[src/rtl/dregs_seq.sv]
// Delay-register bank sequencer for one FoFIR PE: walks the taps, writes the
// PAMAC results back after lat_pamac cycles, rotates the ring and clears the bank.

module dregs_seq_tap #(
  parameter int W   = 3,
  parameter int IDX = 0
) (
  input  logic         wr_vld,
  input  logic [W-1:0] wr_tap,
  input  logic         rotate,
  input  logic         clear,
  output logic         en,
  output logic         clr,
  output logic         in_sel
);
  logic hit;

  // A write-back and a rotate are never active in the same cycle.
  assign hit    = wr_vld && (wr_tap == W'(IDX));
  assign en     = hit | rotate;
  assign in_sel = hit;
  assign clr    = clear;
endmodule

module dregs_seq #(
  parameter int nb_taps           = 5,
  parameter int width_current_tap = (nb_taps > 8) ? 4 : 3,
  parameter int lat_pamac         = 2
) (
  input  logic                         clk,
  input  logic                         rst,
  input  logic                         start,
  input  logic                         clr_req,
  output logic                         busy,
  output logic                         done,
  output logic                         rd_valid,
  output logic [width_current_tap-1:0] current_tap_DRegs,
  output logic [nb_taps-1:0]           DRegs_en,
  output logic [nb_taps-1:0]           DRegs_clr,
  output logic [nb_taps-1:0]           DRegs_in_sel
);
  localparam int W = width_current_tap;
  localparam logic [W-1:0] LAST_TAP = W'(nb_taps - 1);

  typedef enum logic [2:0] {IDLE, CLEAR, ISSUE, DRAIN, ROTATE, DONE} state_t;

  state_t                     state;
  // Stage 0 is the read being issued this cycle; stage lat_pamac is the write-back.
  logic [lat_pamac:0]         vld_pipe;
  logic [lat_pamac:0][W-1:0]  tap_pipe;
  logic                       is_rot;
  logic                       is_clr;

  always_ff @(posedge clk) begin
    if (rst) begin
      state    <= IDLE;
      vld_pipe <= '0;
      tap_pipe <= '0;
    end else begin
      for (int i = 1; i <= lat_pamac; i++) begin
        vld_pipe[i] <= vld_pipe[i-1];
        tap_pipe[i] <= tap_pipe[i-1];
      end
      case (state)
        IDLE: begin
          if (clr_req) state <= CLEAR;
          else if (start) begin
            state       <= ISSUE;
            vld_pipe[0] <= 1'b1;
            tap_pipe[0] <= '0;
          end
        end
        CLEAR: state <= IDLE;
        ISSUE: begin
          if (tap_pipe[0] == LAST_TAP) begin
            state       <= DRAIN;
            vld_pipe[0] <= 1'b0;
            tap_pipe[0] <= '0;
          end else begin
            tap_pipe[0] <= tap_pipe[0] + W'(1);
          end
        end
        // Leave once only the final write-back remains in flight.
        DRAIN:   if (!(|vld_pipe[lat_pamac-1:0])) state <= ROTATE;
        ROTATE:  state <= DONE;
        DONE:    state <= IDLE;
        default: state <= IDLE;
      endcase
    end
  end

  assign busy              = (state != IDLE);
  assign done              = (state == DONE);
  assign rd_valid          = vld_pipe[0];
  assign current_tap_DRegs = tap_pipe[0];
  assign is_rot            = (state == ROTATE);
  assign is_clr            = (state == CLEAR);

  for (genvar g = 0; g < nb_taps; g++) begin : g_tap
    dregs_seq_tap #(.W(W), .IDX(g)) u_tap (
      .wr_vld (vld_pipe[lat_pamac]),
      .wr_tap (tap_pipe[lat_pamac]),
      .rotate (is_rot),
      .clear  (is_clr),
      .en     (DRegs_en[g]),
      .clr    (DRegs_clr[g]),
      .in_sel (DRegs_in_sel[g])
    );
  end
endmodule

[config.mk]
export PLATFORM = sky130hd
export DESIGN_NAME = dregs_seq
export DESIGN_NICKNAME = d
export VERILOG_FILES = /design/src/rtl/dregs_seq.sv
export SDC_FILE = /design/constraint.sdc
export NUM_CORES = 1
export LEC_CHECK = 0
export BUFFER_PORTS_ARGS = -buffer_cell sky130_fd_sc_hd__buf_4
export CAP_MARGIN = 20
export CORE_MARGIN = 4
export CORE_UTILIZATION = 37
export DETAILED_ROUTE_END_ITERATION = 10
export HOLD_SLACK_MARGIN = 0.06
export PLACE_DENSITY_LB_ADDON = 0.12
export SYNTH_ARGS = -nofsm -noshare
export SYNTH_HDL_FRONTEND = slang
export SYNTH_SLANG_ARGS = --single-unit
[constraint.sdc]
create_clock -name clk -period 1.3 [get_ports clk]
set_input_delay 0.13 -clock clk [delete_from_list [all_inputs] [get_ports clk]]
set_output_delay 0.13 -clock clk [all_outputs]
set_load 0.02 [all_outputs]
==> flow_summary.json <==
{
  "finalHoldViolations": 0,
  "synth_top_cell_area_share_pct": 35.93,
  "synth.largest_area_cell": "dfxtp_1",
  "track_usage_pct": 11.06,
  "die_w_um": 55.53,
  "h-tree-depth": 1,
  "clk_pin_slew_ns": 0.09,
  "die-area_um2": 3084,
  "overflow": 0,
  "synth_area_per_cell_um2": 8.529,
  "hold_buffers": 0,
  "firstDrtPassIters": 4,
  "start_util_pct": 40.53,
  "synthFlopType": "dfxtp_1",
  "status": "complete, but fails checks",
  "synth_edf_count": 0,
  "wl_met1_um": 729,
  "fin_setup_tns_ns": -0.2532,
  "place_inst": 137,
  "final_max_slew_viol_count": 0,
  "synthArstFlopShare_pct": 0,
  "clk_latency_ns": 0.27,
  "cts.path.max_buffers": 2,
  "cts_root_buffer": "clkbuf_4",
  "synth_compound_area_share_pct": 11.08,
  "cts_num_sinks": 15,
  "grt_pass1_vias": 627,
  "seq_area_frac_synth_pct": 35.93,
  "antennaDiodeCount": 0,
  "violations": "negative setup slack",
  "rsz0062_at_grt": "true",
  "drt_iter0_markers": 6,
  "hold_path_depth": 2,
  "synth_area_um2": 835.8,
  "grt_start_max_net_pins": 17,
  "cpPeakStageDelay_ns": 0.35,
  "drcViolationCount": 0,
  "critPathArrivalTime_ns": 1.22,
  "max_freq_mhz": 742.6,
  "antenna_left": 0,
  "syn_inst": 98,
  "rows": 16,
  "netlist_top_cells_count": "buf_4, dfxtp_1, nor2_1, nor2b_1",
  "fin_cells": 150,
  "max-slew-margin-rel_pct": 72.36,
  "synthTopCellsByArea": "dfxtp_1, buf_4, nor2b_1, nor2_1, ha_1",
  "wl_per_cell_um": 10.65,
  "crit_type": "flop to output port",
  "yosys.area_share.simple_pct": 28.74,
  "cts_made_buffers": 3,
  "hp-start": "rst",
  "antenna_found_initial": 0,
  "p_total_mw": 1.654,
  "core_area_um2": 2062,
  "tightest_slew_ns": 0.4136,
  "area_growth_syn_to_layout_pct": 38.32,
  "ios": 25,
  "cp_slowest_cell": "dfxtp_2",
  "nNetsFinal": 130,
  "irDropWorstVdd_uv": 935.5,
  "drive_gt1_share_pct": 53.66,
  "cp.required_ns": 1.17,
  "ys_ff_latch": 15,
  "drt_wl_total_um": 1598,
  "setup_ws_ns": -0.04665,
  "holdPathEnd": "tap_pipe[3]",
  "fin_crit_sh_pct": 103.6,
  "synth-adder-area-share_pct": 2.994,
  "dp_hpwl_um": 1155,
  "cp-start-kind": "flop",
  "power.leakage_nw": 0.5611,
  "yosysWarnings": 0,
  "ff2ff_setup_slack_ns": 0,
  "synth_mux_area_share_pct": 1.347,
  "top_layer": "met4",
  "io_buffers": 24,
  "power_density_nw_per_um2": 1430,
  "worst_setup_path_end_kind": "output port",
  "path_max_fanout": 3,
  "cp_top_family": "flip-flops",
  "cp_num_buf_inv": 2,
  "cap_violations": 0,
  "cts_tree": "built",
  "gp_congestion": 0.7509,
  "synthDistinctLibCells": 32,
  "syn_nets": 104,
  "reg2reg_to": "state[0]",
  "grt_pass1_wl_um": 2801,
  "synth_top_family_by_area": "simple AND/OR/NAND/NOR gates",
  "die_h_um": 55.53,
  "worstPathCellList": "buf_6, or3_4, buf_6",
  "synth_xor_area_share_pct": 0,
  "skew_ns": 0.001503,
  "r2r-start": "state[0]",
  "period_needed_ns": 1.347,
  "cp_common_cell": "buf_6",
  "wl_met2_um": 781,
  "worstRegToRegCells": 5,
  "yosysMostFrequentCell": "buf_4",
  "place_ws_ns": 0.005802,
  "vias": 684,
  "final-setup-viol-count": 12,
  "hold_class": "primary input to flop",
  "via_per_inst": 4.560,
  "wl_met3_um": 79
}
==> cell families after synthesis <==
family | Yosys count
buf+inv | 26
compound gates | 14
simple gates | 40
flops | 15
mux | 1
fa+ha+maj | 2
==> timing repair <==
action / in CTS / in global routing
gates resized for setup: 17 / 14
setup buffers: 8 / 1
pin swaps: 7 / 4
setup endpoints to repair: 16 / 22
hold endpoints to repair: 0 / 0
==> layer usage <==
| layer | track usage [%] | up-vias |
|---|---|---|
| met5 | 0 | - |
| met3 | 2.797 | 2 |
| met2 | 17.74 | 15 |
| li1 | - | 350 |
| met1 | 13.73 | 317 |
| met4 | 5.208 | 0 |
==> power breakdown <==
group / internal, mW / leakage [nW] / switching [mW]
clock network: 0.114 / 0.0177 / 0.145
registers: 0.521 / 0.125 / 0.0497
logic: 0.441 / 0.418 / 0.383
==> worst reg2reg max path, cell delays in order (launching register included) <==
cell     delay, ns
dfxtp_4       0.37
buf_4         0.15
nor3b_4       0.21
nand2_2       0.09
o21ai_4       0.08
mux2_4        0.31
==> cell type report <==
type | count | area, µm²
clock inverters | 1 | 5.005
clock buffers | 3 | 22.52
inverters | 6 | 22.52
multi-input cells | 57 | 410.4
repair buffers | 41 | 349.1
fillers | 194 | 905.9
well taps | 27 | 33.78
flip-flops and latches | 15 | 312.8
==> worst max path at each step <==
| stage | cells past startpoint | end | start | slack [ns] |
|---|---|---|---|---|
| 2_1_floorplan | 5 | state[0] | state[2] | 0.007 |
| 3_3_place_gp | 4 | state[0] | state[1] | 0.04 |
| 3_5_place_dp | 3 | state[0] | state[2] | 0.006 |
| 4_1_cts | 3 | DRegs_en[1] | state[0] | -0.07 |
| 5_1_grt | 3 | DRegs_en[1] | state[0] | -0.11 |
| 6_report | 3 | busy | state[1] | -0.05 |
==> layout by cell type (no fill, tap or decap), types with 3 or more instances in the layout <==
| master | instances |
|---|---|
| buf_4 | 30 |
| buf_6 | 11 |
| dfxtp_1 | 9 |
| nor2_1 | 8 |
| nor2b_1 | 8 |
| nand2_1 | 6 |
| inv_1 | 5 |
| dfxtp_2 | 4 |
| a21oi_1 | 3 |
| clkbuf_4 | 3 |
==> sequential cells by signal, indices dropped and copies added (netlist names) <==
register           cells
vld_pipe               3
tap_pipe               6
state                  3
current_tap_DRegs      3
==> through the flow <==
stage	cell area, µm²	hold slack, ns	utilization, %
floorplan	835.8	0.2016	-
global placement	965.9	0.4221	46.84
detailed placement	965.9	0.4249	46.84
CTS	1101	0.1272	53.40
global route	1156	0.1226	56.07
finish	1156	0.1318	56.07
(Power assumes the default switching activity.)
